$ cat src/rtl/fifo_arb_pkg.sv
// -----------------------------------------------------------------------------
// fifo_arb_pkg
//   Shared constants and types for the FIFO write-side arbiter.
//
//   DATA_W  : width of one requester's data word / FIFO write word
//   NUM_REQ : number of requesters (fixed at 4)
//   IDX_W   : width of a requester index
//   arb_state_t : arbiter FSM encoding (IDLE = 0, GRANT = 1)
//   idx_to_onehot : converts a requester index to a one-hot grant vector
// -----------------------------------------------------------------------------
package fifo_arb_pkg;

  localparam int DATA_W  = 8;
  localparam int NUM_REQ = 4;
  localparam int IDX_W   = 2;

  typedef enum logic {
    IDLE  = 1'b0,
    GRANT = 1'b1
  } arb_state_t;

  function automatic logic [NUM_REQ-1:0] idx_to_onehot(input logic [IDX_W-1:0] idx);
    logic [NUM_REQ-1:0] oh;
    oh = '0;
    oh[idx] = 1'b1;
    return oh;
  endfunction

endpackage

$ cat src/rtl/fifo_wr_arbiter_rr_pick.sv
// -----------------------------------------------------------------------------
// rr_pick
//   Combinational round-robin selector. Searches the request vector starting
//   one position above rr_ptr and wrapping around, so the requester at rr_ptr
//   itself is considered last.
//
//   Ports:
//     req    in  [NUM_REQ-1:0]  request vector, bit i = requester i
//     rr_ptr in  [IDX_W-1:0]    index of the most recently served requester
//     valid  out                at least one request bit is set
//     idx    out [IDX_W-1:0]    selected requester (rr_ptr when valid = 0)
// -----------------------------------------------------------------------------
module rr_pick
  import fifo_arb_pkg::*;
(
  input  logic [NUM_REQ-1:0] req,
  input  logic [IDX_W-1:0]   rr_ptr,
  output logic               valid,
  output logic [IDX_W-1:0]   idx
);

  logic [IDX_W-1:0] cand;

  // Walk offsets from farthest to nearest; a later (nearer) hit overwrites an
  // earlier one, so the nearest set bit above rr_ptr wins. Offset NUM_REQ
  // wraps back to rr_ptr itself, giving it the lowest priority.
  always_comb begin
    valid = 1'b0;
    idx   = rr_ptr;
    cand  = rr_ptr;
    for (int k = NUM_REQ; k >= 1; k--) begin
      cand = rr_ptr + IDX_W'(k);
      if (req[cand]) begin
        valid = 1'b1;
        idx   = cand;
      end
    end
  end

endmodule

$ cat src/rtl/fifo_wr_arbiter.sv
// -----------------------------------------------------------------------------
// fifo_wr_arbiter
//   Arbitrates four requesters onto the write port of a FIFO. In IDLE a
//   round-robin pick registers a one-hot grant; in GRANT the granted
//   requester writes up to BURST_LEN words, stalling while the FIFO is full.
//   The burst ends after BURST_LEN writes or as soon as the granted requester
//   drops its request. The served requester becomes lowest priority next time.
//
//   Handshake: a word from requester g is transferred in a cycle exactly when
//   grant[g] = 1, req[g] = 1 and full = 0; that cycle shows wd_en = 1 and
//   ack[g] = 1. Anything else transfers nothing.
//
//   Parameters:
//     BURST_LEN  maximum words per grant (1..15)
//     NUM_REQ    number of requesters (fixed at 4)
//
//   Ports:
//     w_clk     in   write-domain clock
//     rst_n     in   asynchronous active-low reset
//     req       in   [3:0]  per-requester write request
//     req_data  in   [31:0] requester i data in bits [8i+7:8i]
//     full      in   FIFO full flag
//     wd_en     out  FIFO write enable
//     d_in      out  [7:0]  FIFO write data (0 while idle)
//     grant     out  [3:0]  registered one-hot grant, 0 while idle
//     ack       out  [3:0]  one-hot, requester's word written this cycle
//     busy      out  high while the FSM is in GRANT (FSM state view)
//
//   Build option:
//     HIPRI_REQ0_EN  when defined, requester 0 wins every IDLE arbitration it
//                    takes part in; such wins leave rr_ptr untouched.
// -----------------------------------------------------------------------------
module fifo_wr_arbiter
  import fifo_arb_pkg::*;
#(
  parameter int BURST_LEN = 4,
  parameter int NUM_REQ   = 4
) (
  input  logic                      w_clk,
  input  logic                      rst_n,
  input  logic [NUM_REQ-1:0]        req,
  input  logic [NUM_REQ*DATA_W-1:0] req_data,
  input  logic                      full,
  output logic                      wd_en,
  output logic [DATA_W-1:0]         d_in,
  output logic [NUM_REQ-1:0]        grant,
  output logic [NUM_REQ-1:0]        ack,
  output logic                      busy
);

  localparam logic [3:0] LAST_BEAT = 4'(BURST_LEN - 1);

  arb_state_t         state, state_nxt;
  logic [NUM_REQ-1:0] grant_q, grant_nxt;
  logic [IDX_W-1:0]   gnt_idx, gnt_idx_nxt;
  logic [IDX_W-1:0]   rr_ptr, rr_ptr_nxt;
  logic [3:0]         beat_cnt, beat_cnt_nxt;

  logic               pick_valid;
  logic [IDX_W-1:0]   pick_idx;

  rr_pick u_rr_pick (
    .req    (req),
    .rr_ptr (rr_ptr),
    .valid  (pick_valid),
    .idx    (pick_idx)
  );

  // ---------------------------------------------------------------------------
  // Output decode. Everything is derived from the registered state, so an
  // asynchronous reset clears the outputs without waiting for a clock edge.
  // ---------------------------------------------------------------------------
  always_comb begin
    busy  = (state == GRANT);
    wd_en = busy & req[gnt_idx] & ~full;
    ack   = wd_en ? grant_q : '0;
    grant = grant_q;
  end

  always_comb begin
    d_in = '0;
    if (busy) begin
      for (int i = 0; i < NUM_REQ; i++) begin
        if (gnt_idx == IDX_W'(i)) begin
          d_in = req_data[i*DATA_W +: DATA_W];
        end
      end
    end
  end

  // ---------------------------------------------------------------------------
  // Next-state logic
  // ---------------------------------------------------------------------------
  always_comb begin
    state_nxt    = state;
    grant_nxt    = grant_q;
    gnt_idx_nxt  = gnt_idx;
    rr_ptr_nxt   = rr_ptr;
    beat_cnt_nxt = beat_cnt;

    case (state)
      IDLE: begin
        grant_nxt = '0;
`ifdef HIPRI_REQ0_EN
        if (req[0]) begin
          // Priority win: rr_ptr keeps pointing at the last round-robin
          // winner so the rotation among the others is not disturbed.
          state_nxt    = GRANT;
          gnt_idx_nxt  = '0;
          grant_nxt    = idx_to_onehot('0);
          beat_cnt_nxt = '0;
        end else if (pick_valid) begin
          state_nxt    = GRANT;
          gnt_idx_nxt  = pick_idx;
          rr_ptr_nxt   = pick_idx;
          grant_nxt    = idx_to_onehot(pick_idx);
          beat_cnt_nxt = '0;
        end
`else
        if (pick_valid) begin
          state_nxt    = GRANT;
          gnt_idx_nxt  = pick_idx;
          rr_ptr_nxt   = pick_idx;
          grant_nxt    = idx_to_onehot(pick_idx);
          beat_cnt_nxt = '0;
        end
`endif
      end

      GRANT: begin
        if (!req[gnt_idx]) begin
          // Request withdrawn: end the burst. This also covers a request
          // drop coinciding with full, where no word is written.
          state_nxt = IDLE;
          grant_nxt = '0;
        end else if (wd_en) begin
          beat_cnt_nxt = beat_cnt + 4'd1;
          if (beat_cnt == LAST_BEAT) begin
            state_nxt = IDLE;
            grant_nxt = '0;
          end
        end
        // full with the request still held: hold everything, no timeout.
      end

      default: begin
        state_nxt = IDLE;
        grant_nxt = '0;
      end
    endcase
  end

  // ---------------------------------------------------------------------------
  // State registers. rr_ptr resets to the last index so requester 0 is the
  // first candidate after reset.
  // ---------------------------------------------------------------------------
  always_ff @(posedge w_clk or negedge rst_n) begin
    if (!rst_n) begin
      state    <= IDLE;
      grant_q  <= '0;
      gnt_idx  <= '0;
      rr_ptr   <= IDX_W'(NUM_REQ - 1);
      beat_cnt <= '0;
    end else begin
      state    <= state_nxt;
      grant_q  <= grant_nxt;
      gnt_idx  <= gnt_idx_nxt;
      rr_ptr   <= rr_ptr_nxt;
      beat_cnt <= beat_cnt_nxt;
    end
  end

endmodule

$ cat config.mk
export PLATFORM = sky130hd
export DESIGN_NAME = fifo_wr_arbiter
export DESIGN_NICKNAME = d
export VERILOG_FILES = /design/src/rtl/fifo_arb_pkg.sv /design/src/rtl/fifo_wr_arbiter_rr_pick.sv /design/src/rtl/fifo_wr_arbiter.sv
export SDC_FILE = /design/constraint.sdc
export NUM_CORES = 1
export LEC_CHECK = 0
export CAP_MARGIN = 20
export CORE_UTILIZATION = 55
export DETAILED_ROUTE_END_ITERATION = 7
export DONT_BUFFER_PORTS = 1
export GPL_TIMING_DRIVEN = 0
export HOLD_SLACK_MARGIN = 0.12
export PLACE_DENSITY = 0.66
export REMOVE_ABC_BUFFERS = 1
export SLEW_MARGIN = 40
export SYNTH_ARGS = -nofsm -noshare
export SYNTH_HDL_FRONTEND = slang
export SYNTH_HIERARCHICAL = 1
export SYNTH_SLANG_ARGS = --single-unit
$ cat constraint.sdc
create_clock -name w_clk -period 1.9 [get_ports w_clk]
set_input_delay 0.095 -clock w_clk [delete_from_list [all_inputs] [get_ports w_clk]]
set_output_delay 0.095 -clock w_clk [all_outputs]
set_load 0.01 [all_outputs]
[After elaboration in Yosys (flattened, before gate mapping)]
Index checks and enable logic that the tools add are counted.
Storage, ports and cells
  register bits: 13
  input port bits: 39
  output and inout bits: 18
  logic and storage cells: 73
Operators by class
  add/subtract/negate cells: 4
  $lt $le $gt $ge: 7
  equal/unequal tests: 9
  mux-type cells: 39
  bitwise gates (word level): 4
  reduce and logical (&&, ||, !) cells: 5
Operators with widths (number)
  $mux W8: 5
  $mux W4: 8
  $lt A2 B3 Y1 const B: 6
  $pmux W4 S2: 2
  $mux W1: 14
  $bmux W1 S2: 5
  $mux W2: 3
  $add A2 B2 Y2 const B: 2
  $add A4 B1 Y4 const B: 1
  $eq A2 B2 Y1 const B: 2
  $eq A4 B2 Y1 const B: 1
  $ne A2 B2 Y1 const B: 2
  $reduce_and A2 Y1: 2
  $ne A3 B2 Y1 const B: 1
  $ne A3 B3 Y1 const B: 1
  $reduce_and A3 Y1: 1
  $add A2 B1 Y2 const B: 1
  $and A1 B1 Y1: 2
  $demux W1 S2: 1
  $eq A2 B1 Y1 const B: 1
  $ge A2 B1 Y1 const B: 1
  $logic_not A2 Y1: 1
  $ne A2 B1 Y1 const B: 1
  $not A1 Y1: 2
  2 further kinds: 2

[Depth between registers and ports, before layout]
Gate-level depths: netlist of run 1.
  depth after elaboration: 12
  gate-level depth with buffers: 5

[Hierarchy]
The synthesis of run 1 kept the hierarchy.
Modules (own cells, without submodules)
  fifo_wr_arbiter: times used 1, cells each 84, area an instance 979.7 um^2
  rr_pick: times used 1, cells each 14, area an instance 82.6 um^2

[Worst setup path after synthesis of run 1]
No wires, ideal clock.
  kind: reg-to-reg
  start: register gnt_idx[0]
  end: register state, in the netlist busy
  library setup time: 0.124 ns
  arrival time: 1.413 ns
  path slack: 0.363 ns
  cell stages (with the launch flop): 5
  buffers on the path: 0
  period minus slack after synthesis: 1.537 ns
  path through: dfrtp_1 > mux4_2 > o41a_1 > and2_1 > or2_1
Between the ends
  longest elaborated chain between the ends: 7
RTL lines
  from (decl): RTL line fifo_wr_arbiter.sv:55  | logic [IDX_W-1:0] gnt_idx, gnt_idx_nxt;
  from (signal assigned): RTL line fifo_wr_arbiter.sv:167  | gnt_idx <= gnt_idx_nxt;
  $bmux W1 S2 *: RTL line fifo_wr_arbiter.sv:75, fifo_wr_arbiter.sv:131
  $mux W1 (implied by the code) *: RTL line fifo_wr_arbiter.sv:75, fifo_wr_arbiter.sv:131
  $and A1 B1 Y1 (2 in series): RTL line fifo_wr_arbiter.sv:75  | wd_en = busy & req[gnt_idx] & ~full;
  $mux W1: RTL line fifo_wr_arbiter.sv:136  | end else if (wd_en) begin
  $mux W1 *: RTL line fifo_wr_arbiter.sv:131  | if (!req[gnt_idx]) begin
  $pmux W1 S2 *: RTL line fifo_wr_arbiter.sv:101  | case (state)
  named net state_nxt: RTL line fifo_wr_arbiter.sv:53  | arb_state_t state, state_nxt;
  to (signal assigned): RTL line fifo_wr_arbiter.sv:165  | state <= state_nxt;
  to (decl): RTL line fifo_wr_arbiter.sv:53
Mark *: on every way through the listed nets, which the timed path passes. The rest lies on a longest branch. The select of a mux whose other input is x is not followed.
A chain may end at the register's enable or synchronous reset.

[Final worst setup path of run 1]
  start: register gnt_idx[0]
  end: output ack[3]
Between the ends
  longest elaborated chain between the ends: 5
RTL lines
  $bmux W1 S2: RTL line fifo_wr_arbiter.sv:75
  $mux W1 (implied by the code): RTL line fifo_wr_arbiter.sv:75
  $and A1 B1 Y1 (2 in series): RTL line fifo_wr_arbiter.sv:75
  named net wd_en: RTL line fifo_wr_arbiter.sv:44  | output logic wd_en,
  $mux W4: RTL line fifo_wr_arbiter.sv:76  | ack = wd_en ? grant_q : '0;
  to (decl): RTL line fifo_wr_arbiter.sv:47  | output logic [NUM_REQ-1:0] ack,
The timed path passes the listed nets, and every way through them passes these cells. The select of a mux whose other input is x is not followed.

==> results of run 1 <==
## cells in the final DEF (no fill, tap or decap), drive strengths merged, types with 2 or more instances in the layout
| cell type | n |
|---|---|
| inv | 4 |
| and2 | 13 |
| nor2b | 2 |
| dfstp | 2 |
| clkbuf | 3 |
| nand3 | 5 |
| nor2 | 3 |
| dfrtp | 11 |
| mux4 | 9 |
| nand2b | 2 |
| a21oi | 3 |
| nand2 | 12 |
| xnor2 | 2 |
| o2bb2ai | 2 |
| mux2 | 2 |
| nor3b | 2 |
| a21o | 2 |
## report_power, final
part | internal [uW] | leakage (uW) | switching (uW)
Clock | 78.0 | 0.0000177 | 89.3
Combinational | 413 | 0.000319 | 369
Sequential | 406 | 0.000163 | 218
## final timing paths
path,end,cells past startpoint,slack (ns)
worst max-delay path,ack[3],3,0.13
worst min-delay path,grant[2],2,0.15
worst max register to register,beat_cnt[3],5,0.29
worst min register to register,rr_ptr[0],2,0.48
max in group asynchronous,gnt_idx[1],1,1.24
min in group asynchronous,grant[0],1,0.25
## layer usage
metal	part of all wire, %	wire length [um]	global-route usage, %
met1	41	840	25.4
met2	53	1080	33.8
met3	4.5	92	5.16
met4	0.54	11	7.06
met5	0	0	0
## layout make-up
cell class	count	area (um^2)
flip-flops and latches	13	330
clock buffers	3	22.5
clock inverters	1	5.00
inverters	4	15.0
repair buffers	2	17.5
well taps	25	31.3
multi-input cells	77	697
fillers	156	646
## worst reg2reg max path, stage by stage (launching register included)
cell,delay (ns)
dfrtp_2,0.42
buf_4,0.19
mux2_2,0.26
a22oi_4,0.09
or4b_1,0.50
nand3_1,0.08
## logic make-up after synthesis
kind of cell / after synthesis / share of synthesized area (%)
buffers and inverters: 8 / 3.53
AOI/OAI and AO/OA: 15 / 12.0
DFF: 13 / 30.9
and+or+nand+nor: 47 / 25.4
muxes: 12 / 25.3
xor gates and xnor gates: 2 / 1.65
adders and majority gates: 1 / 1.18
## through the flow
step,instance area (um^2),worst slack (ns)
2_1_floorplan,1040,0.102
3_3_place_gp,1070,-0.0601
3_5_place_dp,1070,-0.0647
4_1_cts,1120,0.113
5_1_grt,1120,0.0240
6_report,1120,0.127
## what timing repair did
action	in CTS	in global routing
endpoints found under the setup margin	9	0
setup buffers	1	0
gates resized for setup	2	0
endpoints found under the hold margin	13	0
hold buffers	1	0
## flip-flops by register name (all words and copies together) (netlist names)
register,flops
gnt_idx,2
beat_cnt,4
grant,4
busy,1
rr_ptr,2
==> metrics.md, run 1 <==
| Metric | Value |
|---|---|
| Status | finished, final reports clean |
| Detail Placement HPWL | 1490 um |
| Max stage delay on crit path | 0.53 ns |
| Final Wtd Congestion | 0.809 |
| Initial cell density of the core | 60.2% |
| Kind of critical path | flop to output port |
| Ys flop type | dfrtp_1 |
| Peak Freq | 564 MHz |
| Top cell type's share of synthesized area | 25.9% |
| Kind of path behind the tightest hold check | input port to flop |
| Most frequent cell after synthesis | and2_1 |
| Final setup fails | 0 |
| Num rows | 15 |
| GRT Util Overall | 20.3% |
| Setup TNS | 0 ns |
| Largest cells by area after synthesis | dfrtp_1, mux4_1, and2_1 |
| Via count | 791 |
| Final Hold Fails | 0 |
| Area Overhead vs Synth | 5.30% |
| Element type at the critical path end | output port |
| CP max-delay cell | mux4_2 |
| Initial DRC count | 16 |
| Total congestion overflow | 0 |
| Final non-filler cell total | 125 |
| Sequential area share after synthesis | 30.9% |
| Avg Inst Size Synth | 10.8 um^2 |
| Clock net sink count | 13 |
| Dpl cells | 119 |
| Worst Skew | 0.00261 ns |
| Cell taking the most area after synthesis | dfrtp_1 |
| Core area | 0.00176 mm^2 |
| Final nets | 141 |
| Critical path peak fanout | 5 |
| CTS tree | built |
| Cells along the critical path | mux4_2 > and3b_1 > and2_1 |
| Clock Pin Slew Worst Setup and Hold Paths | 0.08 ns |
| RSZ-0062 raised after global routing | no |
| Top cells by count, synth | and2_1, nand2_1, dfrtp_1, mux4_1, nand3_1 |
| HP Start | req[1] |
| CP startpoint | gnt_idx[0] |
| Vias in the first global route | 650 |
| Clock root buffer | clkbuf_4 |
| Max-slew violation count | 0 |
| Largest delay share family, worst path | multiplexers |
| Max-cap violations | 0 |
| Worst EP arrival | 1.68 ns |
| Die height | 45.9 um |
| Die area | 0.00211 mm^2 |
| Tot Pwr | 1570 uW |
| Initial DRT Pass Iterations | 4 |
| Post-route ant nets | 0 |
| Clock buffer depth | 2 |
| Worst Path Buf+Inv | 0 |
| Critical Path RT | 1.80 ns |
| Ant diodes | 0 |
| Post-Route WL | 2030 um |
| Synthesized instance count | 98 |
| Pwr dens | 1410 mW/mm^2 |
| Seq cells post-synth | 13 |
| Fin util | 63.4% |
| Worst VDD drop | 0.851 mV |
| Total CTS buffers | 3 |
| Worst-Margin Slew | 0.667 ns |
| Vias/cell | 6.33 |
| Cell area after synthesis | 0.00106 mm^2 |
| Initial antenna violation count | 0 |
| Largest net degree at the start of global routing | 25 |
| DR WL/cell | 16.2 um |
| H-tree depth | 1 |
| I/O pin count | 57 |
| Share of layout cells above drive strength 1 | 15.0% |
| Leak pwr | 0.000500 uW |
| Normalized max-slew margin | 55.5% |
| Worst setup SP type | flop |
| WHS | 0.151 ns |
| Post-route DRC | 0 |
| Period minus WS final | 1.77 ns |
| IO buf count | 0 |
| EDFF count, synth | 0 |
| Synth warn | 6 |
| Worst skew pair latency | 0.27 ns |
| DIE WIDTH | 45.9 um |
| Worst r2r src | gnt_idx[0] |
| First-pass GRT wire length | 2970 um |
| Asr flop ratio synth | 100% |
| Fin crit share | 93.3% |
| Synth cell types | 39 |
Note: power is estimated with default switching activity, not from simulation.
==> run 2: changes to the inputs <==
--- a/config.mk
+++ b/config.mk
@@ -5,10 +5,12 @@
 export SDC_FILE = /design/constraint.sdc
 export NUM_CORES = 1
 export LEC_CHECK = 0
+export ABC_AREA = 1
 export CAP_MARGIN = 20
 export CORE_UTILIZATION = 55
 export DETAILED_ROUTE_END_ITERATION = 7
 export DONT_BUFFER_PORTS = 1
+export GPL_ROUTABILITY_DRIVEN = 0
 export GPL_TIMING_DRIVEN = 0
 export HOLD_SLACK_MARGIN = 0.12
 export PLACE_DENSITY = 0.66
==> metrics.md, run 2 <==
| Metric | Value |
|---|---|
| Hold depth | 4 |
| Num rows | 15 |
| EDFF count, synth | 0 |
| Kind of path behind the tightest hold check | input port to flop |
| Total CTS buffers | 3 |
| Final setup fails | 0 |
| Status | finished, final reports clean |
| Final Hold Fails | 0 |
| Max stage delay on crit path | 0.56 ns |
| Placed inst area | 0.00112 mm^2 |
| Vias/cell | 5.53 |
| WHS | 0.186 ns |
| Leak pwr | 0.000652 uW |
| Largest delay share family, worst path | simple AND/OR/NAND/NOR gates |
| Vias in the first global route | 898 |
| GRT Util Overall | 21.7% |
| Critical path peak fanout | 9 |
| Cell area after synthesis | 0.00112 mm^2 |
| DR WL/cell | 12.7 um |
| Kind of critical path | flop to flop |
| Ant diodes | 0 |
| Worst-Margin Slew | 0.577 ns |
| Total congestion overflow | 0 |
| Top cells by count, synth | nand2_1, inv_1, o21ai_0, nand3_1, dfrtp_1 |
| Worst r2r src | rr_ptr[0] |
| Asr flop ratio synth | 100% |
| Die area | 0.00223 mm^2 |
| Max-cap violations | 0 |
| CP max-delay cell | dfstp_2 |
| Post-route DRC | 0 |
| Cells along the critical path | buf_12 > inv_4 > nand2_1 > nand2_2 > nand2_1 > nand2_1 > inv_2 > nand4_1 > nand2_4 > inv_2 > nand2_1 > o22ai_1 |
| Worst EP arrival | 1.97 ns |
| Pwr dens | 1820 mW/mm^2 |
| Ys flop type | dfrtp_1 |
| Dpl cells | 202 |
| Final non-filler cell total | 211 |
| Final nets | 227 |
| Leading cell type in the layout, fill and taps excluded | nand2_1 |
| Largest net degree at the start of global routing | 14 |
| Normalized max-slew margin | 61.4% |
| Synth warn | 6 |
| Worst Hold Path EP | beat_cnt[2] |
| Period minus WS final | 1.82 ns |
| RSZ-0062 raised after global routing | yes |
| Sequential area share after synthesis | 29.1% |
| Via count | 1166 |
| Fin crit share | 95.9% |
| DIE WIDTH | 47.2 um |
| I/O pin count | 57 |
| Worst setup SP type | flop |
| Element type at the critical path end | flop |
| Final WS setup | 0.0776 ns |
| H-tree depth | 1 |
| CTS tree | built |
| Fin area | 0.00120 mm^2 |
| Top cell type's share of synthesized area | 24.5% |
| Largest cells by area after synthesis | dfrtp_1, nand2_1, o21ai_0 |
| Critical Path RT | 2.05 ns |
| Synth cell types | 25 |
| Clock buffer depth | 2 |
| IO buf count | 0 |
| Post-Route WL | 2670 um |
| Share of layout cells above drive strength 1 | 14.5% |
| Initial cell density of the core | 61.8% |
| Worst VDD drop | 1.13 mV |
| Clock net sink count | 13 |
| Worst Path Buf+Inv | 4 |
| Synthesized instance count | 181 |
| Most frequent cell after synthesis | nand2_1 |
| Reg2Reg Setup Slack | 0.08 ns |
| Worst Skew | 0.00117 ns |
| Seq cells post-synth | 13 |
| R2R depth | 12 |
| Dpl ws | 0.0904 ns |
| Clock Pin Slew Worst Setup and Hold Paths | 0.08 ns |
| Cell taking the most area after synthesis | dfrtp_1 |
| HP Start | full |
| Initial DRT Pass Iterations | 4 |
| Peak Freq | 549 MHz |
| Die height | 47.2 um |
| CP dominant cell by count | nand2_1 |
| Initial DRC count | 13 |
| Detail Placement HPWL | 1940 um |
| Most frequent cells in the layout | nand2_1, inv_1, o21ai_0 |
| Max-slew violation count | 0 |
| Initial antenna violation count | 0 |
| First-pass GRT wire length | 3480 um |
| Core area | 0.00182 mm^2 |
| Avg Inst Size Synth | 6.21 um^2 |
| Clock root buffer | clkbuf_4 |
| Area Overhead vs Synth | 6.90% |
| R2R Path End | grant[1] |
| Worst skew pair latency | 0.28 ns |
| Post-route ant nets | 0 |
-- run 2: cell count changes after synthesis, sizes merged, moves of 9 or more --
cell	previous run	this run
and2	13	0
inv	4	26
mux4	9	0
nand2	12	73
nand3	5	14
o21ai	0	22
-- run 2: layer usage --
metal  vias to the layer above  track usage [%]  part of all wire [%]
li1                        594                -                     -
met1                       503             24.8                    42
met2                        67             41.6                    49
met3                         2             4.23                   8.6
met4                         0             3.43                  0.49
met5                         -                0                     0
-- run 2: worst max path at each step --
stage / start / to / slack (ns) / cells past startpoint
2_1_floorplan: rr_ptr[0] / gnt_idx[1] / 0.33 / 11
3_3_place_gp: rr_ptr[0] / grant[1] / 0.11 / 11
3_5_place_dp: rr_ptr[0] / gnt_idx[0] / 0.09 / 11
4_1_cts: rr_ptr[0] / gnt_idx[0] / 0.06 / 11
5_1_grt: rr_ptr[0] / grant[1] / -0.04 / 13
6_report: rr_ptr[0] / grant[1] / 0.08 / 12
-- run 2: through the flow --
| step | utilization, % | total power [uW] | TNS, ns |
|---|---|---|---|
| global route | 66.0 | 2420 | -0.0735 |
| detailed placement | 61.6 | 1860 | 0 |
| floorplan | - | 1620 | 0 |
| finish | 66.0 | 2180 | 0 |
| CTS | 63.6 | 2050 | 0 |
| global placement | 61.6 | 1810 | 0 |
-- run 2: report_power, final --
| part | switching (uW) | internal, uW |
|---|---|---|
| Sequential | 172 | 399 |
| Clock | 89.9 | 81.5 |
| Combinational | 957 | 484 |
| Total | 1220 | 964 |
-- run 2: final cells by class --
| type | instances | area [um^2] |
|---|---|---|
| Sequential cell | 13 | 328 |
| Inverter | 26 | 110 |
| Multi-Input combinational cell | 138 | 657 |
| Timing Repair Buffer | 5 | 50.0 |
| Tap cell | 25 | 31.3 |
| Clock buffer | 4 | 26.3 |
| Fill cell | 176 | 618 |
-- run 2: kinds of logic (layout without fill, tap and decap cells) --
logic type / after synthesis / after routing / synth area share (%)
AND/OR/NAND/NOR: 99 / 99 / 38.2
AO/OA/AOI/OAI: 36 / 36 / 17.1
buffers and inverters: 30 / 35 / 12.9
flip-flops: 13 / 13 / 29.1
XOR/XNOR: 2 / 2 / 1.56
adder cells (fa/ha/maj): 1 / 1 / 1.11
-- run 2: repair_timing --
| action | in CTS | in global routing |
|---|---|---|
| buffers inserted | 0 | 4 |
| setup endpoints to repair | 0 | 4 |
| hold endpoints to repair | 13 | 0 |
| hold buffers | 1 | 0 |
| gates resized for setup | 0 | 1 |
-- run 2: tightest hold or removal path, stage by stage --
cell and delay [ns]:
inv_1 0.05, nand3_4 0.15, nand3_1 0.08, nand2_1 0.05
